<file path="src/rtl/ads1115_i2c_engine.sv">
// Bit-level I2C master for the ADS1115 descriptor walker: executes one descriptor
// block per transaction and returns 16-bit register reads. SCL is push-pull.
module ads1115_i2c_engine #(
  parameter int CLK_DIV      = 125,
  parameter int DELAY_CYCLES = 1000,
  parameter int LAST_INDEX   = 9,
  parameter int LOOP_INDEX   = 8
) (
  input  logic        clk,
  input  logic        rst,
  input  logic        enable,
  input  logic [6:0]  addr_byte_in,
  input  logic        read_write,
  input  logic [7:0]  register_byte_in,
  input  logic [7:0]  data_byte_in,
  input  logic        continue_bit,
  input  logic        only_register,
  input  logic        sda_in,
  output logic [3:0]  state,
  output logic [9:0]  data_counter,
  output logic        scl,
  output logic        sda_oe,
  output logic [15:0] read_data,
  output logic [9:0]  read_index,
  output logic        read_valid,
  output logic        ack_error,
  output logic        busy
);

  localparam int DIV   = (CLK_DIV < 2) ? 2 : CLK_DIV;
  localparam int DLY   = (DELAY_CYCLES < 1) ? 1 : DELAY_CYCLES;
  localparam int DIV_W = $clog2(DIV);
  localparam int DLY_W = $clog2(DLY + 1);
  localparam logic [DIV_W-1:0] DIV_LAST = DIV_W'(DIV - 1);
  localparam logic [DLY_W-1:0] DLY_LAST = DLY_W'(DLY - 1);

  typedef enum logic [3:0] {
    ST_IDLE            = 4'd0,
    ST_START           = 4'd1,
    ST_ADDRESS         = 4'd2,
    ST_WRITE_REGISTER  = 4'd3,
    ST_WRITE_DATA      = 4'd4,
    ST_READ            = 4'd5,
    ST_ACKNOWLEDGE     = 4'd6,
    ST_RECOGNITION_ACK = 4'd7,
    ST_STOP            = 4'd8,
    ST_DELAY           = 4'd9,
    ST_SEND_READ_ACK   = 4'd10
  } state_t;

  state_t            state_r;
  state_t            last_byte_r;
  logic [DIV_W-1:0]  div_cnt_r;
  logic [DLY_W-1:0]  dly_cnt_r;
  logic [1:0]        phase_r;
  logic [2:0]        bit_cnt_r;
  logic [1:0]        ack_cnt_r;
  logic [7:0]        tx_shift_r;
  logic [15:0]       rx_shift_r;
  logic              second_byte_r;
  logic              nack_r;
  logic              rw_r;
  logic [7:0]        reg_byte_r;
  logic              cont_r;
  logic [9:0]        block_start_r;
  logic [9:0]        data_counter_r;
  logic              scl_r;
  logic              sda_oe_r;
  logic [15:0]       read_data_r;
  logic [9:0]        read_index_r;
  logic              read_valid_r;
  logic              ack_error_r;
  logic              in_bit_s;
  logic              tick_s;

  // Descriptor index advance with wrap back into the polling loop
  function automatic logic [9:0] next_index(input logic [9:0] idx);
    if (idx == 10'(LAST_INDEX)) return 10'(LOOP_INDEX);
    else return idx + 10'd1;
  endfunction

  // States that run on the quarter-bit tick grid
  always_comb begin
    in_bit_s = 1'b0;
    case (state_r)
      ST_IDLE, ST_DELAY, ST_ACKNOWLEDGE: in_bit_s = 1'b0;
      default:                           in_bit_s = 1'b1;
    endcase
  end

  assign tick_s = in_bit_s && (div_cnt_r == DIV_LAST);

  // Quarter-bit divider, parked at zero outside bit-timed states
  always_ff @(posedge clk) begin
    if (rst) begin
      div_cnt_r <= '0;
    end else if (!in_bit_s || tick_s) begin
      div_cnt_r <= '0;
    end else begin
      div_cnt_r <= div_cnt_r + DIV_W'(1);
    end
  end

  // Transaction FSM; a tick with phase_r==1 starts SCL-high, phase_r==3 ends the bit
  always_ff @(posedge clk) begin
    if (rst) begin
      state_r        <= ST_IDLE;
      last_byte_r    <= ST_IDLE;
      dly_cnt_r      <= '0;
      phase_r        <= 2'd0;
      bit_cnt_r      <= 3'd0;
      ack_cnt_r      <= 2'd0;
      tx_shift_r     <= 8'd0;
      rx_shift_r     <= 16'd0;
      second_byte_r  <= 1'b0;
      nack_r         <= 1'b0;
      rw_r           <= 1'b0;
      reg_byte_r     <= 8'd0;
      cont_r         <= 1'b0;
      block_start_r  <= 10'd0;
      data_counter_r <= 10'd0;
      scl_r          <= 1'b1;
      sda_oe_r       <= 1'b0;
      read_data_r    <= 16'd0;
      read_index_r   <= 10'd0;
      read_valid_r   <= 1'b0;
      ack_error_r    <= 1'b0;
    end else begin
      read_valid_r <= 1'b0;
      ack_error_r  <= 1'b0;
      if (tick_s) phase_r <= phase_r + 2'd1;

      case (state_r)
        ST_IDLE: begin
          scl_r    <= 1'b1;
          sda_oe_r <= 1'b0;
          if (enable) begin
            state_r <= ST_START;
            phase_r <= 2'd0;
          end
        end

        ST_START: begin
          if (tick_s) begin
            case (phase_r)
              2'd1: begin
                sda_oe_r      <= 1'b1;
                tx_shift_r    <= {addr_byte_in, read_write};
                rw_r          <= read_write;
                reg_byte_r    <= register_byte_in;
                block_start_r <= data_counter_r;
              end
              2'd3: begin
                state_r   <= ST_ADDRESS;
                scl_r     <= 1'b0;
                sda_oe_r  <= ~tx_shift_r[7];
                bit_cnt_r <= 3'd0;
              end
              default: ;
            endcase
          end
        end

        ST_ADDRESS, ST_WRITE_REGISTER, ST_WRITE_DATA: begin
          if (tick_s) begin
            case (phase_r)
              2'd1: scl_r <= 1'b1;
              2'd3: begin
                scl_r <= 1'b0;
                if (bit_cnt_r == 3'd7) begin
                  state_r     <= ST_RECOGNITION_ACK;
                  last_byte_r <= state_r;
                  sda_oe_r    <= 1'b0;
                end else begin
                  tx_shift_r <= {tx_shift_r[6:0], 1'b0};
                  sda_oe_r   <= ~tx_shift_r[6];
                  bit_cnt_r  <= bit_cnt_r + 3'd1;
                end
              end
              default: ;
            endcase
          end
        end

        ST_RECOGNITION_ACK: begin
          if (tick_s) begin
            case (phase_r)
              2'd1: begin
                scl_r  <= 1'b1;
                nack_r <= sda_in;
              end
              2'd3: begin
                scl_r     <= 1'b0;
                bit_cnt_r <= 3'd0;
                if (nack_r) begin
                  // Whole block is retried from its first descriptor
                  ack_error_r    <= 1'b1;
                  data_counter_r <= block_start_r;
                  state_r        <= ST_STOP;
                  sda_oe_r       <= 1'b1;
                end else begin
                  case (last_byte_r)
                    ST_ADDRESS: begin
                      if (rw_r) begin
                        state_r       <= ST_READ;
                        sda_oe_r      <= 1'b0;
                        second_byte_r <= 1'b0;
                      end else begin
                        state_r    <= ST_WRITE_REGISTER;
                        tx_shift_r <= reg_byte_r;
                        sda_oe_r   <= ~reg_byte_r[7];
                      end
                    end
                    ST_WRITE_REGISTER: begin
                      if (only_register) begin
                        state_r        <= ST_STOP;
                        sda_oe_r       <= 1'b1;
                        data_counter_r <= next_index(data_counter_r);
                      end else begin
                        state_r    <= ST_WRITE_DATA;
                        tx_shift_r <= data_byte_in;
                        cont_r     <= continue_bit;
                        sda_oe_r   <= ~data_byte_in[7];
                      end
                    end
                    ST_WRITE_DATA: begin
                      data_counter_r <= next_index(data_counter_r);
                      if (cont_r) begin
                        state_r   <= ST_ACKNOWLEDGE;
                        sda_oe_r  <= 1'b0;
                        ack_cnt_r <= 2'd0;
                      end else begin
                        state_r  <= ST_STOP;
                        sda_oe_r <= 1'b1;
                      end
                    end
                    default: begin
                      state_r  <= ST_STOP;
                      sda_oe_r <= 1'b1;
                    end
                  endcase
                end
              end
              default: ;
            endcase
          end
        end

        ST_ACKNOWLEDGE: begin
          // Idle gap lets the upstream descriptor follow the new data_counter
          scl_r <= 1'b0;
          if (ack_cnt_r == 2'd3) begin
            state_r    <= ST_WRITE_DATA;
            tx_shift_r <= data_byte_in;
            cont_r     <= continue_bit;
            sda_oe_r   <= ~data_byte_in[7];
            bit_cnt_r  <= 3'd0;
            phase_r    <= 2'd0;
          end else begin
            ack_cnt_r <= ack_cnt_r + 2'd1;
          end
        end

        ST_READ: begin
          if (tick_s) begin
            case (phase_r)
              2'd1: begin
                scl_r      <= 1'b1;
                rx_shift_r <= {rx_shift_r[14:0], sda_in};
              end
              2'd3: begin
                scl_r <= 1'b0;
                if (bit_cnt_r == 3'd7) begin
                  state_r  <= ST_SEND_READ_ACK;
                  sda_oe_r <= ~second_byte_r;
                end else begin
                  sda_oe_r  <= 1'b0;
                  bit_cnt_r <= bit_cnt_r + 3'd1;
                end
              end
              default: ;
            endcase
          end
        end

        ST_SEND_READ_ACK: begin
          if (tick_s) begin
            case (phase_r)
              2'd1: scl_r <= 1'b1;
              2'd3: begin
                scl_r     <= 1'b0;
                bit_cnt_r <= 3'd0;
                if (!second_byte_r) begin
                  state_r       <= ST_READ;
                  second_byte_r <= 1'b1;
                  sda_oe_r      <= 1'b0;
                end else begin
                  state_r        <= ST_STOP;
                  sda_oe_r       <= 1'b1;
                  read_data_r    <= rx_shift_r;
                  read_index_r   <= data_counter_r;
                  read_valid_r   <= 1'b1;
                  data_counter_r <= next_index(data_counter_r);
                end
              end
              default: ;
            endcase
          end
        end

        ST_STOP: begin
          if (tick_s) begin
            case (phase_r)
              2'd1: scl_r    <= 1'b1;
              2'd2: sda_oe_r <= 1'b0;
              2'd3: begin
                state_r   <= ST_DELAY;
                dly_cnt_r <= '0;
              end
              default: ;
            endcase
          end
        end

        ST_DELAY: begin
          scl_r    <= 1'b1;
          sda_oe_r <= 1'b0;
          if (dly_cnt_r == DLY_LAST) begin
            dly_cnt_r <= '0;
            phase_r   <= 2'd0;
            if (enable) state_r <= ST_START;
            else state_r <= ST_IDLE;
          end else begin
            dly_cnt_r <= dly_cnt_r + DLY_W'(1);
          end
        end

        default: begin
          state_r  <= ST_IDLE;
          scl_r    <= 1'b1;
          sda_oe_r <= 1'b0;
        end
      endcase
    end
  end

  assign state        = state_r;
  assign data_counter = data_counter_r;
  assign scl          = scl_r;
  assign sda_oe       = sda_oe_r;
  assign read_data    = read_data_r;
  assign read_index   = read_index_r;
  assign read_valid   = read_valid_r;
  assign ack_error    = ack_error_r;
  assign busy         = (state_r != ST_IDLE);

endmodule

</file>
<file path="config.mk">
export PLATFORM = sky130hd
export DESIGN_NAME = ads1115_i2c_engine
export DESIGN_NICKNAME = d
export VERILOG_FILES = /design/src/rtl/ads1115_i2c_engine.sv
export SDC_FILE = /design/constraint.sdc
export NUM_CORES = 1
export LEC_CHECK = 0
export ABC_AREA = 0
export BUFFER_PORTS_ARGS = -buffer_cell sky130_fd_sc_hd__buf_4
export CORE_ASPECT_RATIO = 0.8
export CORE_MARGIN = 1.5
export CORE_UTILIZATION = 34
export DETAILED_ROUTE_END_ITERATION = 6
export PLACE_DENSITY = 0.49
export SYNTH_ARGS = -nofsm -noshare
export SYNTH_HDL_FRONTEND = slang
export SYNTH_SLANG_ARGS = --single-unit
export TNS_END_PERCENT = 20
</file>
<file path="constraint.sdc">
create_clock -name clk -period 3 [get_ports clk]
set_input_delay 0.15 -clock clk [delete_from_list [all_inputs] [get_ports clk]]
set_output_delay 0.15 -clock clk [all_outputs]
set_load 0.01 [all_outputs]
</file>
### Word level (Yosys, flattened, before mapping)

Cells that the tools add are included.

| storage, ports and cells | value |
|---|---|
| flip-flop bits (word level) | 118 |
| bits of input ports | 30 |
| output and inout bits | 45 |
| word-level logic and storage cells | 250 |

| operators by class | value |
|---|---|
| add/subtract/negate cells | 6 |
| eq/ne operators | 64 |
| mux-type cells | 117 |
| bitwise gates (word level) | 9 |
| reductions and logical operators | 32 |

Operator list:

| cell | count |
|---|---|
| 10-bit two-way mux | 11 |
| 8-bit two-way mux | 11 |
| 4-bit two-way mux | 21 |
| 10-bit one-hot mux with 2 select lines | 3 |
| 2-bit inequality test (second input constant) | 27 |
| 1-bit two-way mux | 40 |
| 4-bit one-hot mux with 9 select lines | 1 |
| 8-bit one-hot mux with 4 select lines | 1 |
| 13-bit AND reduction | 2 |
| 3-bit two-way mux | 7 |
| 7-bit AND reduction | 3 |
| 10-bit by 1-bit adder with 10-bit output (second input constant) | 2 |
| 4-bit by 3-bit equality test with 1-bit output (second input constant) | 5 |
| 2-bit two-way mux | 10 |
| 2-bit by 1-bit inequality test with 1-bit output (second input constant) | 9 |
| 17-bit AND reduction | 1 |
| 4-bit by 2-bit equality test with 1-bit output (second input constant) | 4 |
| 8-bit one-hot mux with 2 select lines | 1 |
| 8-bit AND reduction | 2 |
| 4-bit equality test (second input constant) | 3 |
| 4-bit one-hot mux with 3 select lines | 1 |
| 3-bit AND reduction | 4 |
| 4-bit OR reduction | 3 |
| 10-bit equality test (second input constant) | 1 |
| 32 further kinds | 55 |

### Longest topological paths before layout

| depth | value |
|---|---|
| depth in word-level cells | 8 |
| mapped depth | 11 |
| mapped depth without buffers | 8 |

### Worst setup path after synthesis

Ideal clock, no wire load.

| timing | value |
|---|---|
| path kind | reg-to-reg |
| from | register bit_cnt_r[0] |
| to | register tx_shift_r[5] |
| library setup time | 0.070 ns |
| arrival | 2.113 ns |
| setup slack | 0.817 ns |
| stages on the path, launching flop included | 12 |
| period minus slack after synthesis | 2.183 ns |
| path through | dfxtp_1 ha_1 ha_1 buf_12 nor2b_1 o22ai_1 o221ai_1 or3_1 clkbuf_1 buf_2 a31o_2 a21oi_1 |

| between the ends | value |
|---|---|
| cells in the longest elaborated chain, start to end | 3 |

RTL lines:

| element | RTL line | source |
|---|---|---|
| start: declaration | 56 | `logic [2:0] bit_cnt_r;` |
| start signal: assignment | 177 | `bit_cnt_r <= bit_cnt_r + 3'd1;` |
| start signal: assignment | 278 | `bit_cnt_r <= bit_cnt_r + 3'd1;` |
| 3-bit equality test | 170 | `if (bit_cnt_r == 3'd7) begin` |
| 2-bit inequality test (no source line) | n/a |  |
| 13-bit AND reduction (no source line) | n/a |  |
| end signal: assignment | 175 | `tx_shift_r <= {tx_shift_r[6:0], 1'b0};` |
| end signal: assignment | 210 | `tx_shift_r <= reg_byte_r;` |
| end signal: assignment | 221 | `tx_shift_r <= data_byte_in;` |
| end: declaration | 58 | `logic [7:0] tx_shift_r;` |

No other way between the ends.
A chain may end at the register's enable or synchronous reset.

### Worst setup path after layout

| timing | value |
|---|---|
| from | register state_r[1], in the netlist state[1] |
| to | register tx_shift_r[1] |

| between the ends | value |
|---|---|
| cells in the longest elaborated chain, start to end | 6 |
| elaborated cells between the ends (all ways) | 27 |
| classes of those cells | eq/ne: 19; mux: 2; reduce/logical: 6 |

RTL lines:

| element | RTL line | source |
|---|---|---|
| start: declaration | 51 | `state_t state_r;` |
| start signal: assignment | 107 | `state_r <= ST_IDLE;` |
| start signal: assignment | 138 | `state_r <= ST_START;` |
| start signal: assignment | 154 | `state_r <= ST_ADDRESS;` |
| 4-bit equality test (tied with other cells) | 85 | `case (state_r)` |
| 3-bit OR reduction | 85 |  |
| 1-bit two-way mux | 85 |  |
| 1-bit logical AND | 91 | `assign tick_s = in_bit_s && (div_cnt_r == DIV_LAST);` |
| 2-bit inequality test (no source line) | n/a |  |
| 13-bit AND reduction (no source line) | n/a |  |
| end signal: assignment | 148 | `tx_shift_r <= {addr_byte_in, read_write};` |
| end signal: assignment | 175 |  |
| end signal: assignment | 210 |  |

Several ways; a longest one is shown, not always the timed one.

==> flow_summary.yaml <==
setup_path:
  cp.arrival_ns: 2.98
  crit_type: "flop to flop"
  crit_chain: "buf_4, xor2_1, mux2i_1, o221ai_1, or3_1, a311o_1, a21oi_1"
  worstSetupEndpointType: "flop"
  slowest_delay_ns: 0.74
  cp_num_buf_inv: 1
  cp-start-kind: "flop"
  critPathSlowestCell: "dfxtp_1"
  cp.required_ns: 3.35
  cp_max_fo: 19
  path_delay_family: "flip-flops"
timing:
  period_share_pct: 87.84
  setup_tns_ns: 0
  timing.fmax_mhz: 379.5
  setup_slack_ns: 0.3649
  finalCriticalPeriod_ns: 2.635
  slew_headroom_pct: 47.69
  finalMaxSlewViolations: 0
  tightest_slew_ns: 0.7744
  timing.final.hold_violations: 0
  rsz0062_at_grt: "no"
  skew_ns: 0.009626
  setup_viol: 0
run:
  cap_viol_max_count: 0
synthesis:
  synth.area.top_cells: "dfxtp_1 40%, mux2i_1 7.4%, nor2_1 6.6%"
  synth_top_area_share_pct: 39.78
  synth_area_mm2: 0.005938
  synth_fp_nets: 752
  ys_async_sr_fraction_pct: 0
  syn_avg_cell_area_um2: 8.352
  syn_inst: 711
  synth_seq_cells: 118
  synth-edff-count: 0
  ys_types: 79
  yosysTopAreaCell: "dfxtp_1"
  yosysMostFrequentCell: "dfxtp_1"
  ys_seq_area_share_pct: 39.78
  yosysWarnings: 0
  ys.flop_type: "dfxtp_1"
  synth_common_cells: "118 x dfxtp_1, 104 x nor2_1, 91 x nand2_1"
drt:
  drcViolationCount: 0
  routed_wl_um: 16490
  drt_iter0_drc: 346
  wl_per_cell_um: 15.94
  vias: 5482
  ant_nets: 0
  drtPass1Iterations: 5
  via_per_inst: 5.302
layout:
  diodes: 0
  fin_nets: 837
  area_growth_syn_to_layout_pct: 25.01
  layout-drive-gt1-share_pct: 18.79
grt:
  overflow: 0
  grt_max_degree: 48
  grt_pass1_wl_um: 27340
  gr-usage-all-layers_pct: 19.13
  grt_pass1_vias: 5265
  grt_antenna_before_repair: 0
power_and_ir_drop:
  p_comb_share_pct: 21.6
  p_leak_nw: 2.693
  vdd_ir_drop_max_uv: 394.1
  powerDensity_mw_per_mm2: 680.0
  seqPwrFrac_pct: 34.3
  p_sw_w: 0.001521
  p_int_w: 0.003527
  clockPowerShare_pct: 44.1
  switching_share_pct: 30.13
floorplanning:
  num_rows: 43
  die_x_um: 150.8
  die_y_um: 121.2
  core_area_mm2: 0.01722
  fp.dieArea_mm2: 0.01827
  io_pins: 75
  initial_utilization_pct: 34.49
clocking:
  clk_latency_ns: 0.42
  cts_resized: 0
  cts_buffers: 17
  htreeDepth: 4
  cts_buffer_depth: 2
  cts_tree: "yes"
  post_cts_buffers: 0
  path_clk_slew_ns: 0.06
  root_buffer: "clkbuf_16"
  hold_buffers: 11
  cts.sinks: 118
worst_hold_path:
  hold_class: "input pin to flop"
placed_design:
  portBuffers: 74
  post-dp-hpwl_um: 11680
  gp_congestion: 0.8820
  dp_slack_ns: 0.3883
status:
  status: "finished, final reports clean"
## stage by stage
stage	instance area (µm²)	power (W)	std cells	hold WS (ns)	util, %
after floorplan	5938	0.002528	711	0.2939	-
after global placement	6666	0.002830	991	0.3855	38.72
after detailed placement	6666	0.002826	991	0.3977	38.72
after CTS	7423	0.005083	1034	0.03770	43.12
after global routing	7423	0.005297	1034	0.04473	43.12
final	7423	0.005048	1034	0.04405	43.12
## cell families after synthesis
| family | synth area share (%) |
|---|---|
| simple gates | 22.97 |
| xor+xnor | 1.032 |
| mux | 7.606 |
| flops | 39.78 |
| compound gates | 20.38 |
| buf+inv | 5.921 |
| fa+ha+maj | 2.318 |
## worst paths after layout
path                            slack [ns]  cells after the start            start       endpoint
worst max-delay path                  0.36                      7         state[1]  tx_shift_r[1]
worst min-delay path                  0.04                      3  data_byte_in[0]  tx_shift_r[0]
worst max register to register        0.36                      7         state[1]  tx_shift_r[1]
worst min register to register        0.45                      2     read_data[6]   read_data[6]
## routing by layer
layer	up-vias	global-route usage, %	wire [µm]
li1	2709	-	-
met1	2608	27.22	8318
met2	141	27.91	7114
met3	24	4.398	764
met4	0	7.100	289
met5	-	0	0
## final cells by class
| cell class | count | area (µm²) |
|---|---|---|
| fillers | 1789 | 9793 |
| multi-input cells | 533 | 3231 |
| flip-flops and latches | 118 | 2362 |
| repair buffers | 107 | 830.8 |
| clock buffers | 19 | 452.9 |
| well taps | 225 | 281.5 |
| clock inverters | 13 | 193.9 |
| inverters | 19 | 71.32 |
## registers in the layout, indices dropped and copies added, names as in the netlist, 8 cells and up
register and cells:
read_data 16, rx_shift_r 16, block_start_r 10, data_counter 10, dly_cnt_r 10, read_index 10
reg_byte_r 8, tx_shift_r 8
## power by group through the flow
| stage | sequential [W] | clock [W] | combinational (W) |
|---|---|---|---|
| after floorplan | 0.00172 | 0 | 0.000804 |
| after global placement | 0.00176 | 0 | 0.00107 |
| after detailed placement | 0.00176 | 0 | 0.00107 |
| after CTS | 0.00173 | 0.00227 | 0.00108 |
| after global routing | 0.00174 | 0.00236 | 0.00120 |
| final | 0.00173 | 0.00223 | 0.00109 |
## placed cells by master, fill, tap and decap left out, types with 4 or more instances in the layout
master,n
a211oi_1,15
a21o_1,4
a21oi_1,71
a22oi_1,5
a31o_2,5
a31oi_1,7
a32oi_1,5
and3_1,4
buf_4,96
bufinv_16,4
clkbuf_16,17
dfxtp_1,118
dlygate4sd3_1,11
ha_1,11
inv_1,19
mux2i_1,44
nand2_1,91
nand2b_1,13
nand3_1,17
nand3b_1,7
nor2_1,104
nor2b_1,6
nor3_1,10
nor4_1,6
o21a_1,5
o21ai_0,20
o22ai_1,5
or3_1,7
xor2_1,4
## worst min-delay path, cell delays in order
cell and delay, ns:
buf_4 0.08, a211oi_1 0.05, nor3_1 0.13
(Power assumes the default switching activity.)
